===== src/rtl/vga_frame_scanner.sv =====
// vga_frame_scanner: scans a 256x256 8-bit framebuffer and drives a VGA DAC.
// Sync timing runs at half the system clock. Pixels are fetched through a
// 1-cycle synchronous RAM port and converted to 24-bit RGB with per-channel
// intensity switches that are sampled once per frame.
module vga_frame_scanner #(
  parameter int H_ACTIVE = 640,
  parameter int H_FP     = 16,
  parameter int H_SYNC   = 96,
  parameter int H_BP     = 48,
  parameter int V_ACTIVE = 480,
  parameter int V_FP     = 10,
  parameter int V_SYNC   = 2,
  parameter int V_BP     = 33
) (
  input  logic        i_clk,
  input  logic        i_rst,
  input  logic [1:0]  i_red_switches,
  input  logic [1:0]  i_green_switches,
  input  logic [1:0]  i_blue_switches,
  input  logic        i_gtype_switch,
  output logic [15:0] o_mem_addr,
  input  logic [7:0]  i_mem_rdata,
  output logic [23:0] o_rgb,
  output logic        o_h_sync,
  output logic        o_v_sync,
  output logic        o_vga_clk,
  output logic        o_frame_start
);

  localparam logic [9:0] H_LAST   = 10'(H_ACTIVE + H_FP + H_SYNC + H_BP - 1);
  localparam logic [9:0] V_LAST   = 10'(V_ACTIVE + V_FP + V_SYNC + V_BP - 1);
  localparam logic [9:0] H_ACT    = 10'(H_ACTIVE);
  localparam logic [9:0] V_ACT    = 10'(V_ACTIVE);
  localparam logic [9:0] HS_START = 10'(H_ACTIVE + H_FP);
  localparam logic [9:0] HS_END   = 10'(H_ACTIVE + H_FP + H_SYNC - 1);
  localparam logic [9:0] VS_START = 10'(V_ACTIVE + V_FP);
  localparam logic [9:0] VS_END   = 10'(V_ACTIVE + V_FP + V_SYNC - 1);

  logic        r_ph;
  logic [9:0]  r_h_cnt;
  logic [9:0]  r_v_cnt;
  logic [23:0] r_rgb;
  logic        r_h_sync;
  logic        r_v_sync;
  logic        r_frame_start;
  logic [1:0]  r_red_sh;
  logic [1:0]  r_green_sh;
  logic [1:0]  r_blue_sh;
  logic        r_gtype_sh;

  logic        w_h_wrap;
  logic        w_v_wrap;
  logic        w_in_active;
  logic        w_in_window;
  logic [7:0]  w_base_r;
  logic [7:0]  w_base_g;
  logic [7:0]  w_base_b;
  logic [23:0] w_pixel;

  // Intensity select: off, quarter, half or full brightness.
  function automatic logic [7:0] scale(input logic [7:0] base, input logic [1:0] sel);
    case (sel)
      2'd0:    return 8'h00;
      2'd1:    return base >> 2;
      2'd2:    return base >> 1;
      default: return base;
    endcase
  endfunction

  assign w_h_wrap    = (r_h_cnt == H_LAST);
  assign w_v_wrap    = (r_v_cnt == V_LAST);
  assign w_in_active = (r_h_cnt < H_ACT) && (r_v_cnt < V_ACT);
  assign w_in_window = (r_h_cnt < 10'd256) && (r_v_cnt < 10'd256);

  assign o_mem_addr    = {r_v_cnt[7:0], r_h_cnt[7:0]};
  assign o_rgb         = r_rgb;
  assign o_h_sync      = r_h_sync;
  assign o_v_sync      = r_v_sync;
  assign o_vga_clk     = r_ph;
  assign o_frame_start = r_frame_start;

  // Expand the fetched byte to base channel values, then apply the latched switches.
  always_comb begin
    w_base_r = i_mem_rdata;
    w_base_g = i_mem_rdata;
    w_base_b = i_mem_rdata;
    if (r_gtype_sh) begin
      w_base_r = {i_mem_rdata[7:5], i_mem_rdata[7:5], i_mem_rdata[7:6]};
      w_base_g = {i_mem_rdata[4:2], i_mem_rdata[4:2], i_mem_rdata[4:3]};
      w_base_b = {i_mem_rdata[1:0], i_mem_rdata[1:0], i_mem_rdata[1:0], i_mem_rdata[1:0]};
    end
    w_pixel = {scale(w_base_r, r_red_sh), scale(w_base_g, r_green_sh), scale(w_base_b, r_blue_sh)};
  end

  // Pixel phase, scan counters and the output register; all pixel work happens on ph==1,
  // which is the second clk of the pixel when the RAM data for the current address is valid.
  always_ff @(posedge i_clk) begin
    if (i_rst) begin
      r_ph          <= 1'b0;
      r_h_cnt       <= 10'd0;
      r_v_cnt       <= 10'd0;
      r_rgb         <= 24'h0;
      r_h_sync      <= 1'b1;
      r_v_sync      <= 1'b1;
      r_frame_start <= 1'b0;
    end else begin
      r_ph          <= ~r_ph;
      r_frame_start <= 1'b0;
      if (r_ph) begin
        if (w_h_wrap) begin
          r_h_cnt <= 10'd0;
          if (w_v_wrap) begin
            r_v_cnt       <= 10'd0;
            r_frame_start <= 1'b1;
          end else begin
            r_v_cnt <= r_v_cnt + 10'd1;
          end
        end else begin
          r_h_cnt <= r_h_cnt + 10'd1;
        end
        r_h_sync <= ~((r_h_cnt >= HS_START) && (r_h_cnt <= HS_END));
        r_v_sync <= ~((r_v_cnt >= VS_START) && (r_v_cnt <= VS_END));
        r_rgb    <= (w_in_active && w_in_window) ? w_pixel : 24'h0;
      end
    end
  end

  // Shadow the switches during the frame_start clk so a frame never changes colour mid-scan.
  always_ff @(posedge i_clk) begin
    if (i_rst) begin
      r_red_sh   <= 2'd3;
      r_green_sh <= 2'd3;
      r_blue_sh  <= 2'd3;
      r_gtype_sh <= 1'b0;
    end else if (r_frame_start) begin
      r_red_sh   <= i_red_switches;
      r_green_sh <= i_green_switches;
      r_blue_sh  <= i_blue_switches;
      r_gtype_sh <= i_gtype_switch;
    end
  end

endmodule

===== config.mk =====
export PLATFORM = sky130hd
export DESIGN_NAME = vga_frame_scanner
export DESIGN_NICKNAME = d
export VERILOG_FILES = /design/src/rtl/vga_frame_scanner.sv
export SDC_FILE = /design/constraint.sdc
export NUM_CORES = 1
export LEC_CHECK = 0
export CAP_MARGIN = 20
export CORE_ASPECT_RATIO = 0.5
export CORE_MARGIN = 2
export CORE_UTILIZATION = 51
export DETAILED_ROUTE_END_ITERATION = 10
export HOLD_SLACK_MARGIN = 0.03
export PLACE_DENSITY_LB_ADDON = 0.08
export SETUP_SLACK_MARGIN = 0.1
export SLEW_MARGIN = 20
export SYNTH_ARGS = -nofsm -noshare
export SYNTH_HDL_FRONTEND = slang
export SYNTH_SLANG_ARGS = --single-unit

===== constraint.sdc =====
create_clock -name i_clk -period 1.95 [get_ports i_clk]
set_input_delay 0.195 -clock i_clk [delete_from_list [all_inputs] [get_ports i_clk]]
set_output_delay 0.195 -clock i_clk [all_outputs]
set_load 0.01 [all_outputs]

== After elaboration in Yosys (flattened, before gate mapping) ==
Index checks and enable logic that the tools add are counted.

* Bits in registers: 55
* Input port bits: 17
* Output and inout port bits: 44

* Add/sub/neg operators: 2
* $lt $le $gt $ge: 8
* Eq/ne operators: 8
* Muxes and demuxes: 10
* Bitwise logic cells: 4
* Reduce and logical (&&, ||, !) cells: 10

{| class="wikitable"
|+ Operators by type and width
! kind !! number
|-
| $pmux W8 S3 || 3
|-
| $lt A10 B9 Y1 const B || 3
|-
| $mux W24 || 1
|-
| $add A10 B1 Y10 const B || 2
|-
| $eq A10 B10 Y1 const B || 2
|-
| $mux W10 || 2
|-
| $mux W8 || 2
|-
| $ge A10 B10 Y1 const B || 1
|-
| $ge A10 B9 Y1 const B || 1
|-
| $le A10 B10 Y1 const B || 1
|-
| $le A10 B9 Y1 const B || 1
|-
| $lt A10 B10 Y1 const B || 1
|-
| $eq A2 B1 Y1 const B || 3
|-
| $eq A2 B2 Y1 const B || 3
|-
| $logic_not A2 Y1 || 3
|-
| $logic_and A1 B1 Y1 || 5
|-
| $mux W5 || 1
|-
| $not A1 Y1 || 4
|-
| $reduce_or A3 Y1 || 1
|-
| $reduce_and A2 Y1 || 1
|-
| $mux W1 || 1
|}

== Depth between registers and ports, before layout ==
Gate-level depths: netlist of run 1.

* Word-level depth: 4
* Depth in mapped cells: 7

== Worst setup path after synthesis of run 1 ==
No wires, ideal clock.

* Kind: register -> register
* From: register r_h_cnt[0]
* To: register r_v_cnt[8]
* Library setup time: 70 ps
* Data arrival time: 1556 ps
* Data required time: 1880 ps
* Setup slack: 323 ps
* Stages on the path, launching flop included: 6
* Buffers on the path: 0
* Cell sequence: dfxtp_1 -> ha_1 -> and3_1 -> nand4_2 -> or4_1 -> a21oi_1

* Cells in the longest elaborated chain, start to end: 2

{| class="wikitable"
|+ RTL lines
! item !! line !! source
|-
| from (decl) || 40 || <nowiki>logic [9:0] r_h_cnt;</nowiki>
|-
| from (signal assigned) || 119 || <nowiki>r_h_cnt <= r_h_cnt + 10'd1;</nowiki>
|-
| $eq A10 B10 Y1 || 70 || <nowiki>assign w_h_wrap = (r_h_cnt == H_LAST);</nowiki>
|-
| $reduce_and A2 Y1 (no line) || - ||
|-
| to (signal assigned) || 116 || <nowiki>r_v_cnt <= r_v_cnt + 10'd1;</nowiki>
|-
| to (decl) || 41 || <nowiki>logic [9:0] r_v_cnt;</nowiki>
|}

No other way between the ends.
A chain may end at the register's enable or synchronous reset.

== Worst setup path after layout of run 1 ==
* From: register r_h_cnt[1]
* To: register r_v_cnt[3]

Same word-level chain as after synthesis.

==> results of run 1 <==
==> critical path: stages (launching register included) <==
cell and delay [ps]:
dfxtp_2 370, ha_2 220, and3_2 250, nand4_4 150, buf_6 190, or3_1 360
a21oi_1 170
==> through the flow <==
step | util (%) | instances | instance area [um^2] | hold slack, ps
after floorplan | - | 341 | 2990 | 294
after global placement | 64.7 | 451 | 3600 | 432
after detailed placement | 64.7 | 451 | 3600 | 435
after CTS | 67.7 | 458 | 3770 | 445
after global routing | 68.2 | 459 | 3800 | 497
final | 68.2 | 459 | 3800 | 439
==> what timing repair did <==
item	4_1_cts	5_1_grt
hold buffers	0	0
setup endpoints to repair	10	9
gates resized for setup	3	4
setup buffers	0	0
hold endpoints to repair	0	0
cloned	0	1
==> per-layer routing <==
layer / vias up / share of wire (%)
met4: 0 / 0.44
met3: 5 / 5.5
met5: - / 0
met2: 69 / 46
li1: 1296 / -
met1: 1266 / 48
==> power groups by stage <==
stage                     logic, mW  clock network, mW  registers, mW
after global placement        0.283                  0           1.21
after floorplan               0.126                  0           1.22
after CTS                     0.293               1.00           1.18
final                         0.294              0.987           1.18
after global routing          0.319               1.06           1.19
after detailed placement      0.289                  0           1.21
==> registers in the layout, summed over array words and instances (netlist names) <==
register       cells
r_red_sh           2
r_h_cnt           10
o_h_sync           1
o_v_sync           1
o_rgb             24
r_gtype_sh         1
r_green_sh         2
r_v_cnt           10
o_frame_start      1
o_vga_clk          1
r_blue_sh          2
==> final timing paths <==
path / from / endpoint / slack (ps) / cells past startpoint
setup / recovery: r_h_cnt[1] / r_v_cnt[3] / 180 / 6
hold / removal: o_rgb[23] / o_rgb[23] / 440 / 2
setup reg to reg: r_h_cnt[1] / r_v_cnt[3] / 180 / 6
hold reg to reg: o_rgb[23] / o_rgb[23] / 440 / 2
==> logic make-up after synthesis <==
logic type | Yosys count
flops | 55
fa+ha+maj | 4
xor+xnor | 10
mux | 29
compound gates | 74
buf+inv | 50
simple gates | 119
==> final cells by class <==
cell class	instances	area share [%]
multi-input cells	237	43.7
flip-flops and latches	55	29.0
repair buffers	78	19.8
clock buffers	6	3.39
well taps	73	2.41
inverters	9	0.890
clock inverters	1	0.791
==> placed cells by master, fill, tap and decap left out, types with 2 or more instances in the layout <==
master / count
nor2b_1: 5
nor3_1: 7
mux2i_1: 17
clkbuf_16: 5
mux4_2: 6
nand4_1: 8
or3_1: 7
or4_1: 3
o31ai_1: 3
nand2b_1: 7
a31oi_1: 2
and3_1: 2
and2_1: 2
clkdlybuf4s50_1: 60
ha_1: 3
a32o_1: 2
nand2_1: 38
or3b_1: 2
xor2_1: 5
nor2_1: 19
and4_1: 2
xnor2_1: 5
a21oi_1: 21
mux2_2: 6
nand3_1: 9
buf_4: 16
dfxtp_1: 54
a22o_1: 13
a211o_1: 3
inv_1: 9
o21ai_0: 24
==> flow_metrics.py, run 1 <==
metrics = {
    "die": {
        "pin_count": 61,
        "rows": 19,
        "start_util_pct": 53.8,
        "core_mm2": 0.00556,
        "chipHeight_um": 58.2,
        "die_area_mm2": 0.00653,
        "die_x_um": 112,
    },
    "grt": {
        "antenna_found_initial": 0,
        "overflow": 0,
        "grtUsageMet2_pct": 37.1,
        "grt_first_pass_wirelength_um": 12000,
        "busiest_layer": "met2",
        "grt_max_degree": 26,
        "grt_util_met3_pct": 4.92,
        "grt_pass1_vias": 2486,
        "grt_use_total_pct": 22.7,
        "grt_use_met1_pct": 31.2,
    },
    "detailed_routing": {
        "via_count": 2636,
        "vias_per_cell": 5.74,
        "first_pass_iters": 5,
        "avgRoutedWirePerCell_um": 15.5,
        "wl_um": 7100,
        "drtAntennaViolNets": 0,
        "post-route-drc-count": 0,
        "drtIter0Drc": 118,
    },
    "pwr": {
        "swShare_pct": 22.0,
        "power.total_mw": 2.46,
        "pwr-share-seq_pct": 48.0,
        "peakVddDrop_uv": 386,
        "p_leak_nw": 1.43,
        "powerDensity_mw_per_mm2": 649,
        "p_switching_uw": 541,
        "clockPowerShare_pct": 40.1,
        "power_frac_comb_pct": 11.9,
        "p_int_mw": 1.92,
    },
    "sta": {
        "slew_viol_final": 0,
        "post-route-period-util_pct": 91.0,
        "worstMarginPinSlew_ps": 496,
        "setup_violations": 0,
        "min_period_ps": 1770,
        "finClkSkew_ps": 5.14,
        "setup_ws_ps": 176,
        "final-hold-violation-count": 0,
        "clock.fmax_ghz": 0.564,
        "max-slew-margin-rel_pct": 66.9,
        "rsz0062_at_grt": "false",
        "fin_tns_setup_ps": 0,
    },
    "yosys": {
        "synthAdderAreaFrac_pct": 1.67,
        "synth_nets": 362,
        "netlist.top_cell.by_area": "dfxtp_1",
        "yosys-top-cells-area": "dfxtp_1 37%, mux2i_1 5.7%, nand2_1 4.8%",
        "synthSimpleGateAreaFrac_pct": 21.4,
        "synth-main-ff-cell": "dfxtp_1",
        "syn_area_per_cell_um2": 8.78,
        "syn_area_mm2": 0.00299,
        "synth_warnings": 0,
        "synthDistinctLibCells": 44,
        "synth.area.mux_share_pct": 12.5,
        "postSynth.asyncResetShare_pct": 0,
        "synthCells": 341,
        "synth-seq-area-share_pct": 36.8,
        "synth_compound_area_share_pct": 15.8,
        "synth_most_common_cell": "dfxtp_1",
        "synth_top_area_share_pct": 36.8,
        "synth_edf_count": 0,
        "synth_xor_area_share_pct": 2.93,
        "ys_top_cells_by_count": "55 x dfxtp_1, 38 x nand2_1, 24 x o21ai_0, 21 x a21oi_1, 19 x nor2_1",
        "ys_ff_latch": 55,
        "synth_top_family_by_area": "simple AND/OR/NAND/NOR gates",
    },
    "place": {
        "port_buffers": 60,
        "pre_cts_ws_ps": 40.8,
        "gp_congestion": 0.850,
        "dpl.hpwl_um": 5050,
    },
    "clock_tree": {
        "cts_tree": "done",
        "cts_sinks": 55,
        "h-tree-depth": 2,
        "cts_buffers": 5,
        "root_buffer": "clkbuf_16",
        "clk_path_buf_depth": 2,
        "clk_latency_ps": 290,
        "clk_pin_slew_ps": 70,
    },
    "cells_and_area": {
        "nets": 407,
        "diodes": 0,
        "multi_input_area_mm2": 0.00166,
        "seq_area_mm2": 0.00110,
        "syn_to_final_growth_pct": 26.8,
        "fillers": 482,
        "drive_gt1_share_pct": 12.2,
    },
    "critical_path": {
        "worst-setup-path-type": "reg -> reg",
        "end_kind": "flop",
        "critPathArrivalTime_ps": 1990,
        "required_ps": 2170,
        "start_kind": "flop",
        "critical_path.max_fanout": 11,
    },
    "job": {
        "cap_violations": 0,
    },
    "worst_hold_path": {
        "min_path_type": "reg -> reg",
    },
    "status": {
        "run_status": "complete, no violations",
    },
}
Power figures use the tool's default switching activity.
==> run 2: changes to the inputs <==
SKIP_LAST_GASP = 1   (was not set)
TNS_END_PERCENT = 100   (was not set)
==> results of run 2 <==
No change in the layout: final DEF, timing and power equal those of run 1.
